<file path="src/rtl/m_mem_access_unit_if.sv">
// Data bus between the M-stage load/store unit (master) and memory (slave).
// One request is held until it is completed by bus_ack or bus_err.
interface m_mem_access_unit_if #(
  parameter int DATA_W = 32,
  parameter int ADDR_W = 32
);
  localparam int NB = DATA_W / 8;

  logic              bus_req;
  logic              bus_we;
  logic [ADDR_W-1:0] bus_addr;
  logic [NB-1:0]     bus_byteen;
  logic [DATA_W-1:0] bus_wdata;
  logic              bus_ack;
  logic              bus_err;
  logic [DATA_W-1:0] bus_rdata;

  modport master (
    output bus_req, bus_we, bus_addr, bus_byteen, bus_wdata,
    input  bus_ack, bus_err, bus_rdata
  );

  modport slave (
    input  bus_req, bus_we, bus_addr, bus_byteen, bus_wdata,
    output bus_ack, bus_err, bus_rdata
  );
endinterface

</file>
<file path="src/rtl/m_mem_access_unit.sv">
// M-stage load/store unit: turns a decoded load/store into one bus
// transaction, stalls the pipeline while it is in flight and reports
// alignment and bus faults to CP0.
//
// state | meaning
// IDLE  | waiting for an access; misaligned accesses go straight to DONE
// REQ   | bus request held until ack, err or timeout
// DONE  | one-cycle result/exception presentation, pipeline released
module m_mem_access_unit #(
  parameter int DATA_W  = 32,
  parameter int ADDR_W  = 32,
  parameter int TIMEOUT = 255
) (
  input  logic              clk,
  input  logic              reset,
  input  logic              m_valid,
  input  logic              m_load,
  input  logic              m_store,
  input  logic [1:0]        m_size,
  input  logic              m_signed,
  input  logic              m_flush,
  input  logic [ADDR_W-1:0] m_addr,
  input  logic [DATA_W-1:0] m_wdata,
  output logic              m_stall,
  output logic [DATA_W-1:0] m_rdata,
  output logic              m_rdata_valid,
  output logic [1:0]        m_exc,
  m_mem_access_unit_if.master bus
);

  localparam int NB = DATA_W / 8;
  localparam int LB = $clog2(NB);

  typedef enum logic [1:0] {IDLE, REQ, DONE} state_t;
  state_t state, state_nxt;

  logic              req_q, we_q, load_q, signed_q, killed_q;
  logic [ADDR_W-1:0] addr_q;
  logic [NB-1:0]     byteen_q;
  logic [DATA_W-1:0] wdata_q, rdata_q;
  logic [1:0]        size_q, exc_q;
  logic [LB-1:0]     lane_q;
  logic [7:0]        cnt_q;

  logic              access, misaligned, timed_out, kill_done;
  logic [LB-1:0]     lane, src;
  logic [3:0]        bytes_m1, ld_bytes_m1;
  logic [NB-1:0]     size_mask, byteen_nxt;
  logic [DATA_W-1:0] wdata_rep, shifted, ld_mask, load_ext;
  logic              sbit;

  assign access     = m_valid & (m_load | m_store) & ~m_flush;
  assign lane       = m_addr[LB-1:0];
  assign misaligned = ((m_size == 2'd1) & m_addr[0])
                    | ((m_size == 2'd2) & (m_addr[1:0] != 2'b00))
                    | ((m_size == 2'd3) & ((m_addr[2:0] != 3'b000) | (DATA_W == 32)));
  assign timed_out  = (cnt_q == 8'(TIMEOUT - 1));

  // Request decode: byte enables and store data replicated across lanes.
  always_comb begin
    bytes_m1  = (4'd1 << m_size) - 4'd1;
    size_mask = '0;
    wdata_rep = '0;
    src       = '0;
    for (int i = 0; i < NB; i++) begin
      size_mask[i] = (i <= int'(bytes_m1));
      src = LB'(i) & bytes_m1[LB-1:0];
      wdata_rep[8*i +: 8] = m_wdata[{src, 3'b000} +: 8];
    end
    byteen_nxt = size_mask << lane;
  end

  // Load alignment: shift the addressed lane down, then sign/zero extend.
  always_comb begin
    ld_bytes_m1 = (4'd1 << size_q) - 4'd1;
    shifted     = bus.bus_rdata >> {lane_q, 3'b000};
    ld_mask     = '0;
    for (int i = 0; i < NB; i++)
      ld_mask[8*i +: 8] = (i <= int'(ld_bytes_m1)) ? 8'hFF : 8'h00;
    case (size_q)
      2'd0:    sbit = shifted[7];
      2'd1:    sbit = shifted[15];
      2'd2:    sbit = shifted[31];
      default: sbit = 1'b0;
    endcase
    load_ext = (shifted & ld_mask) | ({DATA_W{signed_q & sbit}} & ~ld_mask);
  end

  // State register.
  always_ff @(posedge clk or negedge reset) begin
    if (!reset) state <= IDLE;
    else        state <= state_nxt;
  end

  // Next-state and stall decode.
  always_comb begin
    state_nxt = state;
    m_stall   = 1'b0;
    case (state)
      IDLE: begin
        m_stall = access;
        if (access) state_nxt = misaligned ? DONE : REQ;
      end
      REQ: begin
        m_stall = 1'b1;
        if (bus.bus_ack | bus.bus_err | timed_out) state_nxt = DONE;
      end
      DONE:    state_nxt = IDLE;
      default: state_nxt = IDLE;
    endcase
  end

  // Request capture, bus hold, timeout counting and result capture.
  always_ff @(posedge clk or negedge reset) begin
    if (!reset) begin
      req_q    <= 1'b0;
      we_q     <= 1'b0;
      addr_q   <= '0;
      byteen_q <= '0;
      wdata_q  <= '0;
      size_q   <= '0;
      signed_q <= 1'b0;
      lane_q   <= '0;
      load_q   <= 1'b0;
      exc_q    <= '0;
      killed_q <= 1'b0;
      cnt_q    <= '0;
      rdata_q  <= '0;
    end else begin
      case (state)
        IDLE: begin
          killed_q <= 1'b0;
          cnt_q    <= '0;
          if (access) begin
            load_q <= m_load;
            if (misaligned) begin
              exc_q <= m_load ? 2'd1 : 2'd2;
            end else begin
              exc_q    <= 2'd0;
              req_q    <= 1'b1;
              we_q     <= m_store & ~m_load;
              addr_q   <= {m_addr[ADDR_W-1:LB], LB'(0)};
              byteen_q <= byteen_nxt;
              wdata_q  <= wdata_rep;
              size_q   <= m_size;
              signed_q <= m_signed;
              lane_q   <= lane;
            end
          end
        end
        REQ: begin
          if (m_flush) killed_q <= 1'b1;
          if (bus.bus_ack) begin
            req_q   <= 1'b0;
            rdata_q <= load_ext;
            cnt_q   <= '0;
          end else if (bus.bus_err | timed_out) begin
            req_q <= 1'b0;
            exc_q <= 2'd3;
            cnt_q <= '0;
          end else begin
            cnt_q <= cnt_q + 8'd1;
          end
        end
        default: killed_q <= 1'b0;
      endcase
    end
  end

  // A flush seen during DONE discards the result just like an earlier one.
  assign kill_done     = killed_q | m_flush;
  assign m_rdata_valid = (state == DONE) & load_q & ~kill_done & (exc_q == 2'd0);
  assign m_exc         = ((state == DONE) & ~kill_done) ? exc_q : 2'd0;
  assign m_rdata       = rdata_q;

  assign bus.bus_req    = req_q;
  assign bus.bus_we     = we_q;
  assign bus.bus_addr   = addr_q;
  assign bus.bus_byteen = byteen_q;
  assign bus.bus_wdata  = wdata_q;

endmodule

</file>
<file path="src/flat_wrapper.sv">
// flat-port wrapper written by rule: the top's interface ports become plain ports
module m_mem_access_unit_flat 
#(
  parameter int DATA_W  = 32,
  parameter int ADDR_W  = 32,
  parameter int TIMEOUT = 255
)
  (clk, reset, m_valid, m_load, m_store, m_size, m_signed, m_flush, m_addr, m_wdata, m_stall, m_rdata, m_rdata_valid, m_exc, bus_bus_req, bus_bus_we, bus_bus_addr, bus_bus_byteen, bus_bus_wdata, bus_bus_ack, bus_bus_err, bus_bus_rdata);
  m_mem_access_unit_if #(.DATA_W(DATA_W), .ADDR_W(ADDR_W)) bus_i ();
  input  logic clk;
  input  logic reset;
  input  logic m_valid;
  input  logic m_load;
  input  logic m_store;
  input  logic [1:0] m_size;
  input  logic m_signed;
  input  logic m_flush;
  input  logic [ADDR_W-1:0] m_addr;
  input  logic [DATA_W-1:0] m_wdata;
  output logic m_stall;
  output logic [DATA_W-1:0] m_rdata;
  output logic m_rdata_valid;
  output logic [1:0] m_exc;
  output wire logic [$bits(bus_i.bus_req)-1:0] bus_bus_req;
  output wire logic [$bits(bus_i.bus_we)-1:0] bus_bus_we;
  output wire logic [$bits(bus_i.bus_addr)-1:0] bus_bus_addr;
  output wire logic [$bits(bus_i.bus_byteen)-1:0] bus_bus_byteen;
  output wire logic [$bits(bus_i.bus_wdata)-1:0] bus_bus_wdata;
  input wire logic [$bits(bus_i.bus_ack)-1:0] bus_bus_ack;
  input wire logic [$bits(bus_i.bus_err)-1:0] bus_bus_err;
  input wire logic [$bits(bus_i.bus_rdata)-1:0] bus_bus_rdata;
  assign bus_bus_req = bus_i.bus_req;
  assign bus_bus_we = bus_i.bus_we;
  assign bus_bus_addr = bus_i.bus_addr;
  assign bus_bus_byteen = bus_i.bus_byteen;
  assign bus_bus_wdata = bus_i.bus_wdata;
  assign bus_i.bus_ack = bus_bus_ack;
  assign bus_i.bus_err = bus_bus_err;
  assign bus_i.bus_rdata = bus_bus_rdata;
  m_mem_access_unit #(.DATA_W(DATA_W), .ADDR_W(ADDR_W), .TIMEOUT(TIMEOUT)) u_core (.clk(clk), .reset(reset), .m_valid(m_valid), .m_load(m_load), .m_store(m_store), .m_size(m_size), .m_signed(m_signed), .m_flush(m_flush), .m_addr(m_addr), .m_wdata(m_wdata), .m_stall(m_stall), .m_rdata(m_rdata), .m_rdata_valid(m_rdata_valid), .m_exc(m_exc), .bus(bus_i));
endmodule
</file>
<file path="config.mk">
export PLATFORM = sky130hd
export DESIGN_NAME = m_mem_access_unit_flat
export DESIGN_NICKNAME = d
export VERILOG_FILES = /design/src/rtl/m_mem_access_unit_if.sv /design/src/rtl/m_mem_access_unit.sv /design/src/flat_wrapper.sv
export SDC_FILE = /design/constraint.sdc
export NUM_CORES = 1
export LEC_CHECK = 0
export ABC_CLOCK_PERIOD_IN_PS = 1820
export CORE_ASPECT_RATIO = 0.5
export CORE_MARGIN = 5
export CORE_UTILIZATION = 45
export DETAILED_ROUTE_END_ITERATION = 12
export GPL_ROUTABILITY_DRIVEN = 0
export HOLD_SLACK_MARGIN = 0.05
export PLACE_DENSITY = 0.81
export SETUP_SLACK_MARGIN = 0.05
export SYNTH_ARGS = -nofsm -noshare
export SYNTH_HDL_FRONTEND = slang
export SYNTH_SLANG_ARGS = --single-unit
</file>
<file path="constraint.sdc">
create_clock -name clk -period 1.82 [get_ports clk]
set_input_delay 0.364 -clock clk [delete_from_list [all_inputs] [get_ports clk]]
set_output_delay 0.364 -clock clk [all_outputs]
set_load 0.02 [all_outputs]
</file>
# Word level (Yosys, flattened, before mapping)
# Index checks and enable logic that the tools add are counted.
[word_totals] elab_cells=107 latch_bits=0 mem_bits_ro=0 mem_bits_rw=0 reg_bits=119 memories=0
[classes] n_bitwise=25 n_eq_ne=15 div=0 order_cmp=6 muxes=26 n_mul=0 reduce_logical=11 n_addsub=3 shift=7
[ops] cell="bitwise AND 32 bit" count=2
[ops] cell="indexed part select 32 x 6 -> 8 bit" count=2
[ops] cell="2-to-1 mux 8 bit" count=5
[ops] cell="NOT 32 bit" count=1
[ops] cell="OR 32 bit" count=1
[ops] cell="indexed part select 32 x 5 -> 8 bit" count=1
[ops] cell="right shift 32 x 5 -> 32 bit" count=1
[ops] cell="2-to-1 mux 2 bit" count=9
[ops] cell="<= comparator 2 x 4 -> 1 bit (first input constant)" count=4
[ops] cell="one-hot mux 8 bit (2 select lines)" count=1
[ops] cell="bitwise AND 1 bit" count=10
[ops] cell="adder 8 x 1 -> 8 bit (second input constant)" count=1
[ops] cell="== test 2 bit (second input constant)" count=4
[ops] cell="== test 8 bit (second input constant)" count=1
[ops] cell="<= comparator 1 x 4 -> 1 bit (first input constant)" count=2
[ops] cell="one-hot mux 2 bit (2 select lines)" count=2
[ops] cell="AND reduction 4 bit" count=2
[ops] cell="<< shifter 1 x 2 -> 4 bit (first input constant)" count=2
[ops] cell="subtractor 4 x 1 -> 4 bit (second input constant)" count=2
[ops] cell="OR 1 bit" count=7
[ops] cell="== test 2 x 1 -> 1 bit (second input constant)" count=3
[ops] cell="logical NOT 2 bit" count=3
[ops] cell="2-to-1 mux 1 bit" count=6
[ops] cell="inequality test 2 x 1 -> 1 bit (second input constant)" count=3
[ops] cell="9 further kinds" count=18

# Depth between registers and ports, before layout
# Gate-level depths: netlist of the first run.
[depth] ltp_word=7 depth_mapped=9 mapped_depth_nobuf=8

# Worst setup path before layout of the first run
# Ideal clock, no wire load.
[synth_path] kind="input-to-reg" startpoint="in m_size[1]" endpoint="reg u_core.wdata_q[30] (netlist: u_core.bus.bus_wdata[30])" path_buffers=4 setup_ns=0.125 cell_stages=9 t_arrival_ns=2.451 path_slack_ns=-0.756 required_time_ns=1.695 path_cell_list="clkbuf_1 > nor2_4 > buf_2 > inv_1 > ha_1 > clkbuf_1 > buf_2 > mux2i_1 > mux2_4"
[synth_via] elab_chain_cells=6
[synth_lines] element="start: declaration" line="flat_wrapper.sv:15" source="input logic [1:0] m_size;"
[synth_lines] element="parallel branches: the longest is 6 deep, another holds subtractor 4 x 1 -> 4 bit"
[synth_lines] element="end signal: assignment" line="m_mem_access_unit.sv:144" source="wdata_q <= wdata_rep;"
[synth_lines] element="end: declaration" line="m_mem_access_unit.sv:40" source="logic [DATA_W-1:0] wdata_q, rdata_q;"
# Parallel ways; which one is timed is not known.
# A chain may end at the register's enable or synchronous reset.

# Worst setup path in the final report of the first run
[layout_path] startpoint="in m_addr[1]" endpoint="reg u_core.addr_q[26] (netlist: u_core.bus.bus_addr[26])"
[layout_via] elab_chain_cells=6
[layout_lines] element="start: declaration" line="flat_wrapper.sv:18" source="input logic [ADDR_W-1:0] m_addr;"
[layout_lines] element="nonzero test 2 bit" line="m_mem_access_unit.sv:55" source="| ((m_size == 2'd2) & (m_addr[1:0] != 2'b00))"
[layout_lines] element="bitwise AND 1 bit" line="m_mem_access_unit.sv:55"
[layout_lines] element="OR 1 bit" line="m_mem_access_unit.sv:55"
[layout_lines] element="OR 1 bit" line="m_mem_access_unit.sv:56" source="| ((m_size == 2'd3) & ((m_addr[2:0] != 3'b000) | (DATA_W == 32)));"
[layout_lines] element="NOT 1 bit (no source line)"
[layout_lines] element="AND reduction 3 bit (no source line)"
[layout_lines] element="end signal: assignment" line="m_mem_access_unit.sv:142" source="addr_q <= {m_addr[ADDR_W-1:LB], LB'(0)};"
[layout_lines] element="end: declaration" line="m_mem_access_unit.sv:38" source="logic [ADDR_W-1:0] addr_q;"
# Every way passes these cells.

==> results.json, run 1 <==
{
  "synthArstFlopShare_pct": 100,
  "power.total_mw": 12.3,
  "dieArea_um2": 15300,
  "grt_use_met1_pct": 28.0,
  "tns_ps": 0,
  "synth_ff_type": "dfrtp_1",
  "period_needed_ps": 1790,
  "core_um2": 12600,
  "clock_sinks": 119,
  "critPathSlowestCell": "clkdlybuf4s50_1",
  "p_per_area_nw_per_um2": 1310,
  "grtUsageMet3_pct": 4.38,
  "rows": 29,
  "grt_first_pass_wirelength_mm": 27.8,
  "rsz0062_at_grt": "yes",
  "pre_cts_ws_ps": -429,
  "drt-initial-drc-count": 278,
  "finalInstanceArea_um2": 9420,
  "wl_per_cell_um": 19.6,
  "instances_no_fill": 951,
  "vias_per_cell": 5.34,
  "setup_ws_ps": 34.1,
  "syn_to_final_growth_pct": 64.1,
  "dieWidth_um": 170,
  "dp_hpwl_mm": 12.5,
  "initial_core_util_pct": 45.6,
  "cp-start-kind": "input port",
  "p_int_mw": 8.08,
  "tightest_slew_ps": 534,
  "final.setup_skew_ps": 11.6,
  "netlist_instances": 502,
  "grt_pass1_vias": 5129,
  "worst_hold_path_type": "in2reg",
  "utilization_pct": 74.8,
  "seqPwrFrac_pct": 32.4,
  "fillCellCount": 819,
  "cts.htree.levels": 4,
  "most-common-layout-cells": "135 x clkdlybuf4s50_1, 118 x dfrtp_1, 70 x nand2_1",
  "syn_area_um2": 5740,
  "switchingPower_mw": 4.25,
  "setup_viol": 0,
  "fin_nets": 878,
  "grt_busiest_layer": "met2",
  "synth_area_per_cell_um2": 11.4,
  "cp_max_fo": 8,
  "slew_headroom_pct": 64.2,
  "clock_path_buffers": 2,
  "peakVddDrop_mv": 0.844,
  "layout_commonest_cell": "clkdlybuf4s50_1",
  "yosysSeqAreaShare_pct": 51.9,
  "grt_use_met2_pct": 39.7,
  "finalMaxSlewViolations": 0,
  "cts-root-buf": "clkbuf_16",
  "cts_buffers": 17,
  "via_count": 5074,
  "path_class": "in2reg",
  "status": "complete, no violations",
  "routed_wl_mm": 18.6,
  "placed_area_um2": 8380,
  "drv_cap": 0,
  "arrival_ps": 2070,
  "combPwrFrac_pct": 39.2,
  "cts_tree": "done",
  "grt_overflow_total": 0,
  "drtAntennaViolNets": 0,
  "grt_max_degree": 37,
  "path_cells": "clkdlybuf4s50_1, nor3_4, o2111ai_4, buf_6, buf_12, mux2_2",
  "cp-end-kind": "flip-flop",
  "port_buffers": 210,
  "clk_pin_slew_ps": 60,
  "die_height_um": 89.9,
  "ios": 213,
  "clkPwrFrac_pct": 28.4,
  "power.share.switching_pct": 34.5,
  "p_leak_nw": 4.73,
  "dpl.cell_count": 901,
  "drt_first_pass_iters": 5,
  "clk_latency_ps": 410,
  "drive_gt1_share_pct": 24.4,
  "required_ps": 2100,
  "drc": 0,
  "yosysUniqueCellTypes": 58,
  "hold_ws_ps": 441,
  "grtUsageTotal_pct": 22.7,
  "antenna_found_initial": 1,
  "synth_enable_flop_cells": 0,
  "synth_seq_cells": 119,
  "ys.warnings.count": 0,
  "hold_viol": 0,
  "finalCritPeriodShare_pct": 98.1,
  "max_stage_delay_ps": 550,
  "max_freq_mhz": 560
}
## power groups by stage
stage                     clock (mW)  combinational (mW)  sequential, mW
final                           3.51                4.83            4.00
after global routing            3.66                5.10            4.11
after CTS                       3.53                4.82            3.99
after detailed placement           0                4.85            4.02
after global placement             0                4.75            3.98
after floorplan                    0                1.44            4.93
## state kept, by name (all words and copies together) (netlist names)
name / count
u_core.killed_q: 1
u_core.cnt_q: 8
u_core.signed_q: 1
u_core.state: 2
u_core.load_q: 1
u_core.lane_q: 2
u_core.bus.bus_byteen: 4
u_core.bus.bus_wdata: 32
u_core.bus.bus_req: 1
u_core.exc_q: 2
u_core.bus.bus_we: 1
u_core.size_q: 2
u_core.m_rdata: 32
u_core.bus.bus_addr: 30
## area by class of cell
cell class,count,area [um^2],area share [%]
Clock buffer,18,439,4.66
Multi-Input combinational cell,343,2670,28.4
Inverter,7,28.8,0.305
Clock inverter,14,174,1.85
Timing Repair Buffer,279,2920,30.9
Antenna cell,1,2.50,0.0266
Sequential cell,119,2980,31.6
Tap cell,170,213,2.26
## metal layers
layer | vias to the layer above | part of all wire [%] | wire length [um]
met4 | 0 | 2.3 | 432
met3 | 31 | 4.3 | 809
met2 | 148 | 52 | 9700
met5 | - | 0 | 0
met1 | 2546 | 41 | 7670
li1 | 2349 | - | -
## path summary, 6_finish.rpt
| kind | to | start | slack [ps] | cells past startpoint |
|---|---|---|---|---|
| max reg2reg | u_core.cnt_q[7]$_DFFE_PN0P_ | u_core.state[1]$_DFFE_PN0P_ | 50 | 4 |
| min in group asynchronous | u_core.bus.bus_addr[4]$_DFFE_PN0P_ | reset | 450 | 2 |
| max | u_core.bus.bus_addr[26]$_DFFE_PN0P_ | m_addr[1] | 30 | 6 |
| max in group asynchronous | u_core.lane_q[1]$_DFFE_PN0P_ | reset | 780 | 3 |
| min reg2reg | u_core.m_rdata[1]$_DFFE_PN0P_ | u_core.m_rdata[1]$_DFFE_PN0P_ | 470 | 2 |
| min | u_core.bus.bus_byteen[0]$_DFFE_PN0P_ | m_addr[0] | 440 | 3 |
## critical path: cells and delay by family
| family | cells | cell delay [ps] |
|---|---|---|
| buffers and inverters | 3 | 830 |
| multiplexers | 1 | 350 |
| AND/OR/NAND/NOR | 1 | 70 |
| AO/OA/AOI/OAI | 1 | 440 |
## repair_timing
action | CTS | global route
gates cloned | 0 | 5
setup endpoints to repair | 45 | 117
pin swaps | 4 | 5
hold buffers | 1 | 0
endpoints found under the hold margin | 28 | 0
setup buffers | 1 | 10
gates resized for setup | 41 | 75
## cells in the mapped netlist (3+ instances only)
cell | n | share of area, %
o311ai_0 | 8 | 1.2
ha_1 | 4 | 0.87
dfrtp_1 | 119 | 52
clkbuf_1 | 13 | 0.85
nor3_1 | 8 | 0.70
mux2_2 | 43 | 8.4
nand2_1 | 71 | 4.6
nor2b_1 | 3 | 0.33
buf_2 | 14 | 1.2
a21oi_1 | 16 | 1.4
o21ai_0 | 25 | 2.2
and3_1 | 3 | 0.33
nor2_1 | 21 | 1.4
a221o_1 | 8 | 1.4
mux2_4 | 15 | 3.9
and2_1 | 3 | 0.33
o2bb2ai_1 | 7 | 1.1
nand2b_1 | 3 | 0.33
mux2i_1 | 51 | 8.9
inv_1 | 7 | 0.46
nand3_1 | 6 | 0.52
o211ai_1 | 7 | 0.92
buf_4 | 3 | 0.39
## cell families after synthesis
family	after synthesis	synth area share, %
multiplexers	109	21.2
other	1	0.0653
flip-flops	119	51.9
AND/OR/NAND/NOR	134	10.9
adder cells (fa/ha/maj)	4	0.872
buffers and inverters	41	3.46
AO/OA/AOI/OAI	94	11.5
No activity file was read; power rests on OpenSTA's default activity.
==> run 2: changes to the inputs <==
HOLD_SLACK_MARGIN = 0.06   (was 0.05)
==> results of run 2 <==
The final DEF is identical to that of run 1; final timing and power are the same.
